File: src/rtl/audio_dac_serializer_if.sv
// Streaming frame handshake into the DAC serializer.
interface audio_dac_serializer_if #(
    parameter int W = 32
);
    logic [W-1:0] data;
    logic         valid;
    logic         ready;

    modport master (
        output data,
        output valid,
        input  ready
    );

    modport slave (
        input  data,
        input  valid,
        output ready
    );
endinterface

File: src/rtl/audio_dac_serializer.sv
// Codec DAC serializer: frame FIFO, bclk/lrck-slaved MSB-first shifter.
// Optional attenuation port att_shift when AUD_SER_ATTEN_EN is defined.
module audio_dac_serializer #(
    parameter int DATA_W     = 16,
    parameter int CHANNELS   = 2,
    parameter int FIFO_DEPTH = 8,
    parameter int MODE       = 0
) (
    input  logic                             clk_clk,
    input  logic                             reset_reset,
    input  logic                             enable,
`ifdef AUD_SER_ATTEN_EN
    input  logic [3:0]                       att_shift,
`endif
    audio_dac_serializer_if.slave            snk,
    input  logic                             bclk_export,
    input  logic                             daclrck_export,
    output logic                             dacdat_export,
    output logic [$clog2(FIFO_DEPTH+1)-1:0]  fifo_level,
    output logic [15:0]                      underrun_cnt
);

    localparam int W   = CHANNELS * DATA_W;
    localparam int AW  = $clog2(FIFO_DEPTH);
    localparam int LW  = $clog2(FIFO_DEPTH + 1);
    localparam int IW  = 6;
    localparam int OFF = (MODE == 0) ? 1 : 0;
    localparam logic LEFT_LVL = (MODE == 0) ? 1'b0 : 1'b1;

    typedef enum logic [1:0] {
        UNLOCKED,
        WAIT_LEFT,
        LEFT,
        RIGHT
    } state_t;

    state_t st, st_nxt;

    logic [1:0]    bclk_sync;
    logic [1:0]    lrck_sync;
    logic          bclk_q;
    logic          lrck_prev;
    logic          prev_vld;
    logic          lrck_now;
    logic          fall_tick;
    logic          lr_edge;
    logic          into_left;

    logic [W-1:0]  mem [FIFO_DEPTH];
    logic [AW-1:0] wr_ptr;
    logic [AW-1:0] rd_ptr;
    logic [LW-1:0] level;
    logic          full;
    logic          empty;
    logic          push;
    logic          pop;

    logic [W-1:0]  rd_word;
    logic [W-1:0]  load_word;
    logic [W-1:0]  hold;
    logic [W-1:0]  hold_nxt;
    logic [15:0]   und;

    logic [IW-1:0] bit_idx;
    logic [IW-1:0] idx_nxt;
    logic [DATA_W-1:0] left_w;
    logic [DATA_W-1:0] right_w;
    logic [DATA_W-1:0] slot_w;
    logic          bit_nxt;
    logic          dacdat;

    // Codec clocks are asynchronous: two-stage synchronisers, edge on synced copies
    always_ff @(posedge clk_clk) begin
        if (reset_reset) begin
            bclk_sync <= '0;
            lrck_sync <= '0;
            bclk_q    <= 1'b0;
            lrck_prev <= 1'b0;
            prev_vld  <= 1'b0;
        end else begin
            bclk_sync <= {bclk_sync[0], bclk_export};
            lrck_sync <= {lrck_sync[0], daclrck_export};
            bclk_q    <= bclk_sync[1];
            if (fall_tick) begin
                lrck_prev <= lrck_sync[1];
                prev_vld  <= 1'b1;
            end
        end
    end

    assign lrck_now  = lrck_sync[1];
    assign fall_tick = bclk_q & ~bclk_sync[1];
    assign lr_edge   = fall_tick && prev_vld && (lrck_now != lrck_prev);
    assign into_left = lr_edge && (lrck_now == LEFT_LVL);

    assign full      = (level == LW'(FIFO_DEPTH));
    assign empty     = (level == '0);
    assign snk.ready = !full && !reset_reset;
    assign push      = snk.valid && snk.ready;
    assign pop       = into_left && enable && !empty;

    always_ff @(posedge clk_clk) begin
        if (push) begin
            mem[wr_ptr] <= snk.data;
        end
    end

    always_ff @(posedge clk_clk) begin
        if (reset_reset) begin
            wr_ptr <= '0;
            rd_ptr <= '0;
            level  <= '0;
        end else begin
            if (push) begin
                wr_ptr <= wr_ptr + 1'b1;
            end
            if (pop) begin
                rd_ptr <= rd_ptr + 1'b1;
            end
            case ({push, pop})
                2'b10:   level <= level + 1'b1;
                2'b01:   level <= level - 1'b1;
                default: level <= level;
            endcase
        end
    end

    assign rd_word = mem[rd_ptr];

    always_comb begin
        load_word = '0;
        if (enable && !empty) begin
            for (int c = 0; c < CHANNELS; c++) begin
`ifdef AUD_SER_ATTEN_EN
                load_word[c*DATA_W +: DATA_W] =
                    DATA_W'($signed(rd_word[c*DATA_W +: DATA_W]) >>> att_shift);
`else
                load_word[c*DATA_W +: DATA_W] = rd_word[c*DATA_W +: DATA_W];
`endif
            end
        end
    end

    // Silence replaces a frame only when playback wanted one and none was there
    always_ff @(posedge clk_clk) begin
        if (reset_reset) begin
            hold <= '0;
            und  <= '0;
        end else if (into_left) begin
            hold <= load_word;
            if (enable && empty && und != 16'hFFFF) begin
                und <= und + 16'd1;
            end
        end
    end

    always_ff @(posedge clk_clk) begin
        if (reset_reset) begin
            st <= UNLOCKED;
        end else begin
            st <= st_nxt;
        end
    end

    always_comb begin
        st_nxt = st;
        if (lr_edge) begin
            if (into_left) begin
                st_nxt = LEFT;
            end else begin
                case (st)
                    UNLOCKED:  st_nxt = WAIT_LEFT;
                    WAIT_LEFT: st_nxt = WAIT_LEFT;
                    LEFT:      st_nxt = RIGHT;
                    default:   st_nxt = st;
                endcase
            end
        end
    end

    always_comb begin
        if (lr_edge) begin
            idx_nxt = '0;
        end else if (bit_idx == '1) begin
            idx_nxt = bit_idx;
        end else begin
            idx_nxt = bit_idx + 1'b1;
        end
    end

    always_ff @(posedge clk_clk) begin
        if (reset_reset) begin
            bit_idx <= '0;
        end else if (fall_tick) begin
            bit_idx <= idx_nxt;
        end
    end

    // Look ahead at the word being loaded so LJ can drive its MSB on the boundary
    always_comb begin
        hold_nxt = into_left ? load_word : hold;
        left_w   = hold_nxt[(CHANNELS-1)*DATA_W +: DATA_W];
        right_w  = hold_nxt[0 +: DATA_W];
        slot_w   = (st_nxt == RIGHT) ? right_w : left_w;
        bit_nxt  = 1'b0;
        if (st_nxt == LEFT || st_nxt == RIGHT) begin
            for (int k = 0; k < DATA_W; k++) begin
                if (idx_nxt == IW'(k + OFF)) begin
                    bit_nxt = slot_w[DATA_W-1-k];
                end
            end
        end
    end

    always_ff @(posedge clk_clk) begin
        if (reset_reset) begin
            dacdat <= 1'b0;
        end else if (fall_tick) begin
            dacdat <= bit_nxt;
        end
    end

    assign dacdat_export = dacdat;
    assign fifo_level    = level;
    assign underrun_cnt  = und;

endmodule
File: src/flat_wrapper.sv
// flat-port wrapper written by rule: the top's interface ports become plain ports
module audio_dac_serializer_flat 
#(
    parameter int DATA_W     = 16,
    parameter int CHANNELS   = 2,
    parameter int FIFO_DEPTH = 8,
    parameter int MODE       = 0
)
  (clk_clk, reset_reset, enable, bclk_export, daclrck_export, dacdat_export, fifo_level, underrun_cnt, snk_data, snk_valid, snk_ready);
  audio_dac_serializer_if snk_i ();
  input  logic clk_clk;
  input  logic reset_reset;
  input  logic enable;
  input  logic bclk_export;
  input  logic daclrck_export;
  output logic dacdat_export;
  output logic [$clog2(FIFO_DEPTH+1)-1:0] fifo_level;
  output logic [15:0] underrun_cnt;
  input wire logic [$bits(snk_i.data)-1:0] snk_data;
  input wire logic [$bits(snk_i.valid)-1:0] snk_valid;
  output wire logic [$bits(snk_i.ready)-1:0] snk_ready;
  assign snk_i.data = snk_data;
  assign snk_i.valid = snk_valid;
  assign snk_ready = snk_i.ready;
  audio_dac_serializer #(.DATA_W(DATA_W), .CHANNELS(CHANNELS), .FIFO_DEPTH(FIFO_DEPTH), .MODE(MODE)) u_core (.clk_clk(clk_clk), .reset_reset(reset_reset), .enable(enable), .snk(snk_i), .bclk_export(bclk_export), .daclrck_export(daclrck_export), .dacdat_export(dacdat_export), .fifo_level(fifo_level), .underrun_cnt(underrun_cnt));
endmodule
File: config.mk
export PLATFORM = sky130hd
export DESIGN_NAME = audio_dac_serializer_flat
export DESIGN_NICKNAME = d
export VERILOG_FILES = /design/src/rtl/audio_dac_serializer_if.sv /design/src/rtl/audio_dac_serializer.sv /design/src/flat_wrapper.sv
export SDC_FILE = /design/constraint.sdc
export NUM_CORES = 1
export LEC_CHECK = 0
export ABC_AREA = 1
export CORE_ASPECT_RATIO = 0.7
export CORE_MARGIN = 1
export CORE_UTILIZATION = 40
export DETAILED_ROUTE_END_ITERATION = 12
export PLACE_DENSITY = 0.67
export SLEW_MARGIN = 40
export SYNTH_ARGS = -nofsm -noshare
export SYNTH_HDL_FRONTEND = slang
export SYNTH_SLANG_ARGS = --single-unit
File: constraint.sdc
create_clock -name clk_clk -period 7.25 [get_ports clk_clk]
set_clock_uncertainty 0.15 [all_clocks]
set_input_delay 1.45 -clock clk_clk [delete_from_list [all_inputs] [get_ports clk_clk]]
set_output_delay 1.45 -clock clk_clk [all_outputs]
set_load 0.03 [all_outputs]
==> flow_metrics.tcl <==
set metrics [dict create \
    crit_arrival_ps 2830 \
    syn_avg_cell_area_sq_um 10.6 \
    first_global_vias 9105 \
    r2r_cells 24 \
    holdBufCountCts 0 \
    p_sw_frac 0.207 \
    power_density_nw_per_um2 237 \
    numCtsBuffers 29 \
    gp_congestion 0.854 \
    synth-main-ff-cell "edfxtp_1" \
    clk_latency_ps 570 \
    drc 0 \
    syn_inst 1304 \
    firstDrtPassIters 5 \
    ctsResizeCount 0 \
    leakagePower_nw 5.53 \
    dr.first_iter.drc_count 862 \
    clock_sinks 333 \
    power_w 0.00375 \
    fmax_mhz 226 \
    antenna_found_initial 0 \
    yosys_warnings 0 \
    status "complete, no violations" \
    grt.overflow.total 0 \
    cap_violations 0 \
    vias 9366 \
    fin_setup_tns_ps 0 \
    synth_area_leaders "edfxtp_1, dfxtp_1, nor2_1, o21ai_0, nand2_1" \
    hold_viol 0 \
    yosysSeqAreaShare 0.669 \
    rows 56 \
    grt_max_degree 75 \
    grt_use_total 0.177 \
    worst_pin_slew_ps 818 \
    fp.dieW_microns 224 \
    diodes 0 \
    ys_seq_elements 333 \
    seq_power_share 0.555 \
    p_int_w 0.00297 \
    slew_viol_final 0 \
    crit_type "in -> out" \
    die_y_microns 157 \
    wl_microns 30900 \
    min_period_over_period 0.612 \
    cts_tree "yes" \
    async_reset_ff_frac 0 \
    finalCriticalPeriod_ps 4430 \
    p_switching_w 0.000777 \
    synthTopCellsByCount "edfxtp_1, nor2_1, nand2_1" \
    grt_setup_unrepaired "no" \
    syn2layout_area_growth_pct 14.8 \
    core_area_sq_um 33700 \
    antenna_left 0 \
    synth_cell_types 44 \
    rrSetupSlack_ps 3760 \
    port_buffers 59 \
    h-tree-depth 1 \
    pin_count 60 \
    syn-cell-area_sq_um 13800 \
    synth_nets 1350 \
    netlist.area_leader.share 0.557 \
    drive_gt1_frac 0.0787 \
    vias_per_cell 5.10 \
    finalSetupViolations 0 \
    wl_per_cell_microns 16.8 \
    start_util 0.409 \
    clkTransAtPathRegs_ps 60 \
    clockBufferDepth 3 \
    die_area_sq_um 35300 \
    post-dp-hpwl_microns 18100 \
    slew_headroom 0.455 \
    grt_pass1_wl_microns 49000 \
    hold_class "reg -> reg" \
    p_comb_frac 0.031 \
    cts_root_buf "clkbuf_16" \
    yosysTopAreaCell "edfxtp_1" \
    critPathLaunchType "input port" \
    clock_power_share 0.414 \
    nets 1395 \
    critPathMaxFanout 53 \
    yosysMostFrequentCell "edfxtp_1" \
    cp.required_ps 5650 \
    setup.worst_path.end_class "output pin" \
    synth_edf_count 256 \
    vdd_drop_max_mv 0.184 \
    holdPathStages 2 \
    cts_setup_buffers 0 \
]
==> path summary, 6_finish.rpt <==
check	start	endpoint
worst max register to register	flop	u_core.dacdat_export
worst max-delay path	reset_reset	snk_ready
worst min register to register	u_core.bclk_sync[0]	u_core.bclk_sync[1]
worst min-delay path	u_core.bclk_sync[0]	u_core.bclk_sync[1]
==> state kept, by name, indices dropped and copies added (netlist names), named ones only <==
register              cells
u_core.bclk_sync          2
u_core.mem              256
u_core.wr_ptr             3
u_core.underrun_cnt      16
u_core.prev_vld           1
u_core.st                 2
u_core.lrck_prev          1
u_core.dacdat_export      1
u_core.fifo_level         4
u_core.lrck_sync          2
u_core.hold              32
u_core.bclk_q             1
u_core.bit_idx            6
u_core.rd_ptr             3
==> power groups by stage <==
stage / clock network, W / logic, W / registers [W]
2_1_floorplan: 0 / 0.0000501 / 0.00212
3_3_place_gp: 0 / 0.000112 / 0.00212
3_5_place_dp: 0 / 0.000116 / 0.00212
4_1_cts: 0.00158 / 0.000117 / 0.00208
5_1_grt: 0.00166 / 0.000128 / 0.00208
6_report: 0.00155 / 0.000115 / 0.00208
==> layout make-up <==
| type | instances | area [sq um] |
|---|---|---|
| Multi-Input combinational cell | 794 | 3880 |
| Clock inverter | 13 | 104 |
| Sequential cell | 333 | 9230 |
| Clock buffer | 41 | 852 |
| Tap cell | 464 | 581 |
| Inverter | 113 | 427 |
| Timing Repair Buffer | 78 | 756 |
| Fill cell | 3041 | 17900 |
==> critical path: stages <==
cell             delay (ps)
buf_2                   100
buf_4                   280
a31oi_1                 280
clkdlybuf4s50_1         710
==> layer usage <==
metal  vias to the layer above  part of all wire  GRT usage
met5                         -                 0          0
met4                         0             0.016     0.0382
met3                        44             0.063     0.0310
met2                       274              0.43      0.273
met1                      4462              0.49      0.260
li1                       4586                 -          -
==> cell families (layout without fill, tap and decap cells) <==
| family | Yosys count | count (layout) | share of synthesized area |
|---|---|---|---|
| AND/OR/NAND/NOR | 494 | 494 | 0.153 |
| flip-flops | 333 | 333 | 0.669 |
| AO/OA/AOI/OAI | 290 | 290 | 0.115 |
| buffers and inverters | 177 | 245 | 0.0542 |
| adder cells (fa/ha/maj) | 8 | 8 | 0.00780 |
| XOR/XNOR | 2 | 2 | 0.00127 |
==> cell usage in the layout, fill, tap and decap left out, types with 5 or more instances in the layout <==
master and n:
edfxtp_1 256, nor2_1 222, nand2_1 173, o21ai_0 152, inv_1 103, dfxtp_1 75
clkdlybuf4s50_1 58, nand3_1 55, o22ai_1 45, a21oi_1 38, o21ai_1 32, clkbuf_16 30
buf_4 17, nor2_4 9, nor3_1 9, o211ai_1 8, inv_2 8, ha_1 7
clkinv_2 7, clkbuf_8 6, clkbuf_1 5
==> metrics by stage <==
step / cell area, sq um / utilization / instances / hold slack, ps / worst slack (ps)
4_1_cts: 15800 / 0.470 / 1836 / 272 / 2790
6_report: 15800 / 0.470 / 1836 / 265 / 2820
3_5_place_dp: 14900 / 0.441 / 1782 / 264 / 2790
3_3_place_gp: 14800 / 0.440 / 1780 / 247 / 2840
2_1_floorplan: 13800 / - / 1304 / 238 / 2630
5_1_grt: 15800 / 0.470 / 1836 / 287 / 2710
No activity file was read; power rests on OpenSTA's default activity.
